==> src/rtl/imem_loader_pkg.sv <==
`default_nettype none
// ============================================================================
//  Module      : imem_loader_pkg
//  Description : Shared definitions for the instruction-memory loader.
//                It holds the loader FSM state encoding and the number of
//                bytes that make up one instruction word.
//  Revision    : 1.0 - initial release
// ============================================================================
package imem_loader_pkg;

    // Loader FSM states, with fixed 2-bit encodings
    typedef enum logic [1:0] {
        ST_IDLE  = 2'd0,
        ST_LOAD  = 2'd1,
        ST_WRITE = 2'd2,
        ST_DONE  = 2'd3
    } state_t;

    // One instruction word is assembled from this many bytes
    localparam int unsigned c_bytes_per_word = 4;
    localparam int unsigned c_byte_cnt_w     = $clog2(c_bytes_per_word);

endpackage : imem_loader_pkg
`default_nettype wire

==> src/rtl/word_packer.sv <==
`default_nettype none
// ============================================================================
//  Module      : word_packer
//  Description : 8-to-32-bit little-endian shift register. Each pushed byte
//                enters at the top and the word shifts right, so the first
//                byte of a word ends up in [7:0] and the fourth in [31:24].
//  Ports       : clk     - clock
//                rst_n   - asynchronous active-low reset
//                i_clear - drop any partial word (priority over i_push)
//                i_push  - shift in i_byte
//                i_byte  - incoming byte
//                o_word  - assembled word
//                o_count - bytes held in the current word (wraps at 4)
//                o_full  - a complete word is held
//  Revision    : 1.0 - initial release
// ============================================================================
module word_packer
    import imem_loader_pkg::*;
(
    input  logic                    clk,
    input  logic                    rst_n,
    input  logic                    i_clear,
    input  logic                    i_push,
    input  logic [7:0]              i_byte,
    output logic [31:0]             o_word,
    output logic [c_byte_cnt_w-1:0] o_count,
    output logic                    o_full
);

    localparam logic [c_byte_cnt_w-1:0] c_last = c_byte_cnt_w'(c_bytes_per_word - 1);

    logic [31:0]             r_shift;
    logic [c_byte_cnt_w-1:0] r_count;
    logic                    r_full;

    always_ff @(posedge clk or negedge rst_n) begin
        if (!rst_n) begin
            r_shift <= '0;
            r_count <= '0;
            r_full  <= 1'b0;
        end else if (i_clear) begin
            // Stale data bits are left in place; four fresh pushes overwrite them
            r_count <= '0;
            r_full  <= 1'b0;
        end else if (i_push) begin
            r_shift <= {i_byte, r_shift[31:8]};
            r_count <= r_count + 1'b1;
            r_full  <= (r_count == c_last);
        end
    end

    assign o_word  = r_shift;
    assign o_count = r_count;
    assign o_full  = r_full;

endmodule : word_packer
`default_nettype wire

==> src/rtl/imem_loader.sv <==
`default_nettype none
// ============================================================================
//  Module      : imem_loader
//  Description : Loads a program image, received as a byte stream, into
//                instruction memory. Start with a legal Len opens a session;
//                bytes are packed little-endian into 32-bit words, and each
//                word is written at the next word address. The CPU fetch
//                stage is held while a session is active.
//  Ports       : Clk, Reset (async, active-low)
//                Start, Len        - session request and word count
//                Abort             - cancel the active session
//                Byte_Data/Valid/Ready - byte stream handshake
//                Mem_WrEn/Addr/Din - instruction-memory write port
//                Cpu_Hold, Busy    - session in progress
//                Done, Error       - one-cycle completion / illegal-Len pulses
//  Revision    : 1.0 - initial release
// ============================================================================
module imem_loader
    import imem_loader_pkg::*;
#(
    parameter int ADDR_WIDTH = 10
) (
    input  logic                  Clk,
    input  logic                  Reset,
    input  logic                  Start,
    input  logic [ADDR_WIDTH:0]   Len,
    input  logic                  Abort,
    input  logic [7:0]            Byte_Data,
    input  logic                  Byte_Valid,
    output logic                  Byte_Ready,
    output logic                  Mem_WrEn,
    output logic [ADDR_WIDTH-1:0] Mem_Addr,
    output logic [31:0]           Mem_Din,
    output logic                  Cpu_Hold,
    output logic                  Busy,
    output logic                  Done,
    output logic                  Error
);

    localparam logic [ADDR_WIDTH:0]     c_max_len   = {1'b1, {ADDR_WIDTH{1'b0}}};
    localparam logic [ADDR_WIDTH:0]     c_one       = {{ADDR_WIDTH{1'b0}}, 1'b1};
    localparam logic [c_byte_cnt_w-1:0] c_last_byte = c_byte_cnt_w'(c_bytes_per_word - 1);

    state_t                  r_state;
    state_t                  w_next_state;
    logic [ADDR_WIDTH:0]     r_len;
    logic [ADDR_WIDTH-1:0]   r_word_idx;
    logic                    r_error;

    logic                    w_len_ok;
    logic                    w_start_ok;
    logic                    w_accept;
    logic                    w_last_byte;
    logic [ADDR_WIDTH:0]     w_idx_next;
    logic                    w_more_words;
    logic                    w_busy;

    logic                    w_pk_clear;
    logic [31:0]             w_pk_word;
    logic [c_byte_cnt_w-1:0] w_pk_count;
    logic                    w_pk_full;

    assign w_len_ok     = (Len != '0) && (Len <= c_max_len);
    assign w_start_ok   = (r_state == ST_IDLE) && Start && w_len_ok;
    assign w_accept     = Byte_Valid && (r_state == ST_LOAD);
    assign w_last_byte  = w_accept && (w_pk_count == c_last_byte);
    // Index arithmetic is one bit wider so Len = 2^ADDR_WIDTH compares correctly
    assign w_idx_next   = {1'b0, r_word_idx} + c_one;
    assign w_more_words = (w_idx_next < r_len);

    // The packer only holds state while loading; leaving LOAD (to WRITE,
    // on abort, or in idle) drops any partial word.
    assign w_pk_clear = (r_state != ST_LOAD) || Abort;

    word_packer u_word_packer (
        .clk     (Clk),
        .rst_n   (Reset),
        .i_clear (w_pk_clear),
        .i_push  (w_accept),
        .i_byte  (Byte_Data),
        .o_word  (w_pk_word),
        .o_count (w_pk_count),
        .o_full  (w_pk_full)
    );

    always_ff @(posedge Clk or negedge Reset) begin
        if (!Reset) begin
            r_state    <= ST_IDLE;
            r_len      <= '0;
            r_word_idx <= '0;
            r_error    <= 1'b0;
        end else begin
            r_state <= w_next_state;
            r_error <= (r_state == ST_IDLE) && Start && !w_len_ok;
            if (w_start_ok) begin
                r_len      <= Len;
                r_word_idx <= '0;
            end else if ((r_state == ST_WRITE) && !Abort && w_more_words) begin
                // The last index is never incremented, so Mem_Addr cannot wrap
                r_word_idx <= w_idx_next[ADDR_WIDTH-1:0];
            end
        end
    end

    always_comb begin
        w_next_state = r_state;
        Byte_Ready   = 1'b0;
        Mem_WrEn     = 1'b0;
        Done         = 1'b0;
        w_busy       = 1'b1;
        case (r_state)
            ST_IDLE: begin
                w_busy = 1'b0;
                if (w_start_ok)
                    w_next_state = ST_LOAD;
            end
            ST_LOAD: begin
                Byte_Ready = 1'b1;
                // Abort beats a simultaneous fourth-byte accept
                if (Abort)
                    w_next_state = ST_IDLE;
                else if (w_last_byte)
                    w_next_state = ST_WRITE;
            end
            ST_WRITE: begin
                Mem_WrEn = w_pk_full && !Abort;
                if (Abort)
                    w_next_state = ST_IDLE;
                else if (w_more_words)
                    w_next_state = ST_LOAD;
                else
                    w_next_state = ST_DONE;
            end
            ST_DONE: begin
                Done         = 1'b1;
                w_next_state = ST_IDLE;
            end
            default: begin
                w_busy       = 1'b0;
                w_next_state = ST_IDLE;
            end
        endcase
    end

    assign Busy     = w_busy;
    assign Cpu_Hold = w_busy;
    assign Error    = r_error;
    assign Mem_Addr = r_word_idx;
    // Mem_Din is only meaningful while Mem_WrEn is high
    assign Mem_Din  = w_pk_word;

endmodule : imem_loader
`default_nettype wire

==> config.mk <==
export PLATFORM = sky130hd
export DESIGN_NAME = imem_loader
export DESIGN_NICKNAME = d
export VERILOG_FILES = /design/src/rtl/imem_loader_pkg.sv /design/src/rtl/word_packer.sv /design/src/rtl/imem_loader.sv
export SDC_FILE = /design/constraint.sdc
export NUM_CORES = 1
export LEC_CHECK = 0
export BUFFER_PORTS_ARGS = -buffer_cell sky130_fd_sc_hd__clkbuf_2
export CAP_MARGIN = 10
export CELL_PAD_IN_SITES_DETAIL_PLACEMENT = 0
export CELL_PAD_IN_SITES_GLOBAL_PLACEMENT = 1
export CORE_MARGIN = 3
export CORE_UTILIZATION = 38
export CTS_CLUSTER_DIAMETER = 200
export DETAILED_ROUTE_END_ITERATION = 10
export MAX_ROUTING_LAYER = met4
export PLACE_DENSITY = 0.78
export RECOVER_POWER = 25
export SLEW_MARGIN = 20
export SYNTH_ARGS = -nofsm -noshare
export SYNTH_HDL_FRONTEND = slang
export SYNTH_HIERARCHICAL = 1
export SYNTH_SLANG_ARGS = --single-unit
==> constraint.sdc <==
create_clock -name Clk -period 2.42 [get_ports Clk]
set_input_delay 0.121 -clock Clk [delete_from_list [all_inputs] [get_ports Clk]]
set_output_delay 0.121 -clock Clk [all_outputs]
set_load 0.01 [all_outputs]
==> qor.yml <==
most_repeated_library_cell_on_the_critical_path: "sky130_fd_sc_hd__and3_4"
tritoncts: "built"
final_core_util_pct: 53.1
vias: 2146
antenna_found_initial: 0
detail_route.iter0.violations: 74
synth_top_area_share_pct: 50.8
clk-insertion-delay-late_ps: 350
tightest_slew_ps: 1130
drt-wirelength-per-cell_um: 14.1
die_h_um: 93.4
final_area_um2: 3890
critical-path-slowest-cell: "sky130_fd_sc_hd__dfrtp_2"
design.die.area_um2: 8730
setup_total_negative_slack_ps: -706
antenna_cells_inserted: 0
num-nets-final: 379
worstSetupEndpointType: "flip-flop"
synthArstFlopShare_pct: 100
cts_buffers: 9
h_tree_levels: 3
drv_cap: 0
post-place-ws_ps: -212
design.portCount: 72
ant_nets: 0
worst_slew_margin_rel_pct: 24.3
outcome: "finished, violations left"
crit_path_cell_chain: "and3_4, and3_4, nand3_4, xnor2_4, ha_4, a21oi_2, nand2_1, a211oi_2, o2111ai_4, and2_4, a22o_1"
worst_slack_ps: -104
most_used_flip_flop_cell_after_synthesis: "sky130_fd_sc_hd__dfrtp_1"
post_dp_cell_area_um2: 3460
critPathLaunchType: "flip-flop"
yosysWarnings: 6
post_synth_main_area_contributors: "sky130_fd_sc_hd__dfrtp_1 (51%), sky130_fd_sc_hd__mux2_4 (16%), sky130_fd_sc_hd__ha_1 (5.2%)"
detail_route.wirelength_mm: 6.30
fin_worst_hold_slack_ps: 16.4
drive_above_1_share_pct: 48.0
clk_transition_reported_paths_ps: 70
cell_with_the_most_instances_after_synthesis: "sky130_fd_sc_hd__dfrtp_1"
critical_path_class: "flip-flop to flip-flop"
worst_path_dominant_cell_family: "simple AND/OR/NAND/NOR gates"
pin_count_of_the_biggest_net_entering_global_routing: 45
row_count: 31
finalWorstPathRequiredPeriod_ps: 2520
via_per_inst: 4.80
post_synth_instance_area_um2: 2910
netlist-cell-type-count: 35
skew_ps: 18.1
crit_path_max_fanout: 5
synth_enable_flop_cells: 0
cellLeakagePower_nw: 2.00
clockRootBuffer: "sky130_fd_sc_hd__clkbuf_8"
number_of_drc_violations_after_detailed_routing: 0
worst-path-buf-inv: 0
overflow: 0
synth.largest_area_cell: "sky130_fd_sc_hd__dfrtp_1"
share_of_the_yosys_chip_area_belonging_to_registers_pct: 50.8
fp.coreArea_um2: 7330
max-vdd-ir-drop_v: 0.000445
syn_area_per_cell_um2: 12.5
initial_standard_cell_utilization_of_the_core_pct: 39.6
global_route_wire_length_before_repair_mm: 10.3
dp_hpwl_mm: 4.49
finalCritPeriodShare_pct: 104
slew_violations: 0
worst_hold_path_type: "input pin to flip-flop"
finalWeightedCongestion: 0.774
cpPeakStageDelay_ps: 360
first_global_vias: 2059
synth.top_cells.by_count: "sky130_fd_sc_hd__dfrtp_1 (59), sky130_fd_sc_hd__mux2_4 (31), sky130_fd_sc_hd__nand2_1 (21)"
synth.ff_latch_count: 59
worst_ep_required_time_ps: 2640
numPortBuffers: 71
clock_sink_count: 59
timing_hold_violations_final: 0
rsz0062_at_grt: "true"
grtUsageTotal_pct: 15.8
mapped_nets: 269
maxClockFrequency_mhz: 396
drt-pass1-iter-count: 4
syn_inst: 233
floorplan.die.width_um: 93.4
maximum_root_to_sink_buffer_count: 2
final-setup-viol-count: 10
synthesis_to_finish_area_growth_pct: 34.0
failed_checks: "setup timing"
crit_arrival_ps: 2740
powerDensity_nw_per_um2: 967
sequential cells by signal, summed over array words and instances (netlist names):
name / count
Error: 1
r_state: 2
u_word_packer/o_word: 32
u_word_packer/o_count: 2
u_word_packer/o_full: 1
Mem_Addr: 10
r_len: 11
placed cells by master, fill, tap and decap left out, drive strengths merged:
cell type and instances:
bufinv 1, o2111ai 1, or3 1, nor2b 2
nand2b 4, mux2i 2, xor2 2, clkinv 3
clkinvlp 2, o21ai 13, nand2 21, clkbuf 81
and2 4, xnor2 5, a31oi 1, dlygate4sd3 11
or2 2, dfrtp 59, a21oi 7, ha 12
inv 14, mux2 33, nor4 2, nand4 1
and3 5, o21a 1, o31a 1, nor2 10
a21o 4, a22o 7, a31o 1, nand3 11
buf 23, a211oi 1
final timing paths:
check,startpoint,end,slack [ps],cells past startpoint
setup reg to reg,Mem_Addr[2],Mem_Addr[1],-100,11
hold reg to reg,u_word_packer/o_word[2],u_word_packer/o_word[2],520,1
min in group asynchronous,Reset,u_word_packer/o_word[0],600,3
setup / recovery,Mem_Addr[2],Mem_Addr[1],-100,11
hold / removal,Len[5],r_len[5],20,3
max in group asynchronous,Reset,u_word_packer/o_word[11],950,4
power by group:
group | internal (mW) | leakage, nW | switching, mW | total [mW]
Clock | 0.480 | 0.0958 | 0.430 | 0.910
Combinational | 0.708 | 1.13 | 0.629 | 1.34
Sequential | 1.31 | 0.773 | 0.211 | 1.52
metal layers:
layer  part of all wire (%)  routed length, um  vias to the layer above  global-route usage, %
met5                      0                  0                        -                      -
met4                   0.68                 43                        0                   7.33
met3                    3.2                200                        4                   2.82
met2                     47               2980                       46                   22.6
met1                     49               3070                     1049                   21.7
li1                       -                  -                     1047                      -
worst register-to-register path, stage by stage (launching register included):
cell	delay (ps)
sky130_fd_sc_hd__dfrtp_2	360
sky130_fd_sc_hd__and3_4	200
sky130_fd_sc_hd__and3_4	210
sky130_fd_sc_hd__nand3_4	90
sky130_fd_sc_hd__xnor2_4	220
sky130_fd_sc_hd__ha_4	240
sky130_fd_sc_hd__a21oi_2	100
sky130_fd_sc_hd__nand2_1	70
sky130_fd_sc_hd__a211oi_2	310
sky130_fd_sc_hd__o2111ai_4	210
sky130_fd_sc_hd__and2_4	240
sky130_fd_sc_hd__a22o_1	180
cell type report:
class	instances	area, um2
clock buffers	9	124
clock inverters	7	76.3
fillers	653	3440
inverters	13	48.8
multi-input cells	154	1390
flip-flops and latches	59	1480
well taps	99	124
repair buffers	106	656
cell families (layout without fill, tap and decap cells):
logic type / count (synthesis) / in the layout / share of synthesized area (%)
AND/OR/NAND/NOR: 62 / 63 / 10.6
flip-flops: 59 / 59 / 50.8
AO/OA/AOI/OAI: 37 / 37 / 8.61
multiplexers: 35 / 35 / 17.5
buffers and inverters: 21 / 135 / 5.17
adder cells (fa/ha/maj): 12 / 12 / 5.17
XOR/XNOR: 7 / 7 / 2.11
what timing repair did:
| action | CTS | global route |
|---|---|---|
| setup buffers | 0 | 4 |
| setup endpoints to repair | 10 | 11 |
| resized for setup | 10 | 7 |
| cloned | 1 | 0 |
| pin swaps | 11 | 12 |
| hold buffers | 11 | 0 |
| endpoints found under the hold margin | 53 | 0 |
stage by stage:
stage,instances,total power [mW]
after global placement,415,2.79
final,447,3.77
after global routing,447,4.02
after floorplan,233,2.36
after CTS,443,3.80
after detailed placement,415,2.84
Note: power is estimated with default switching activity, not from simulation.
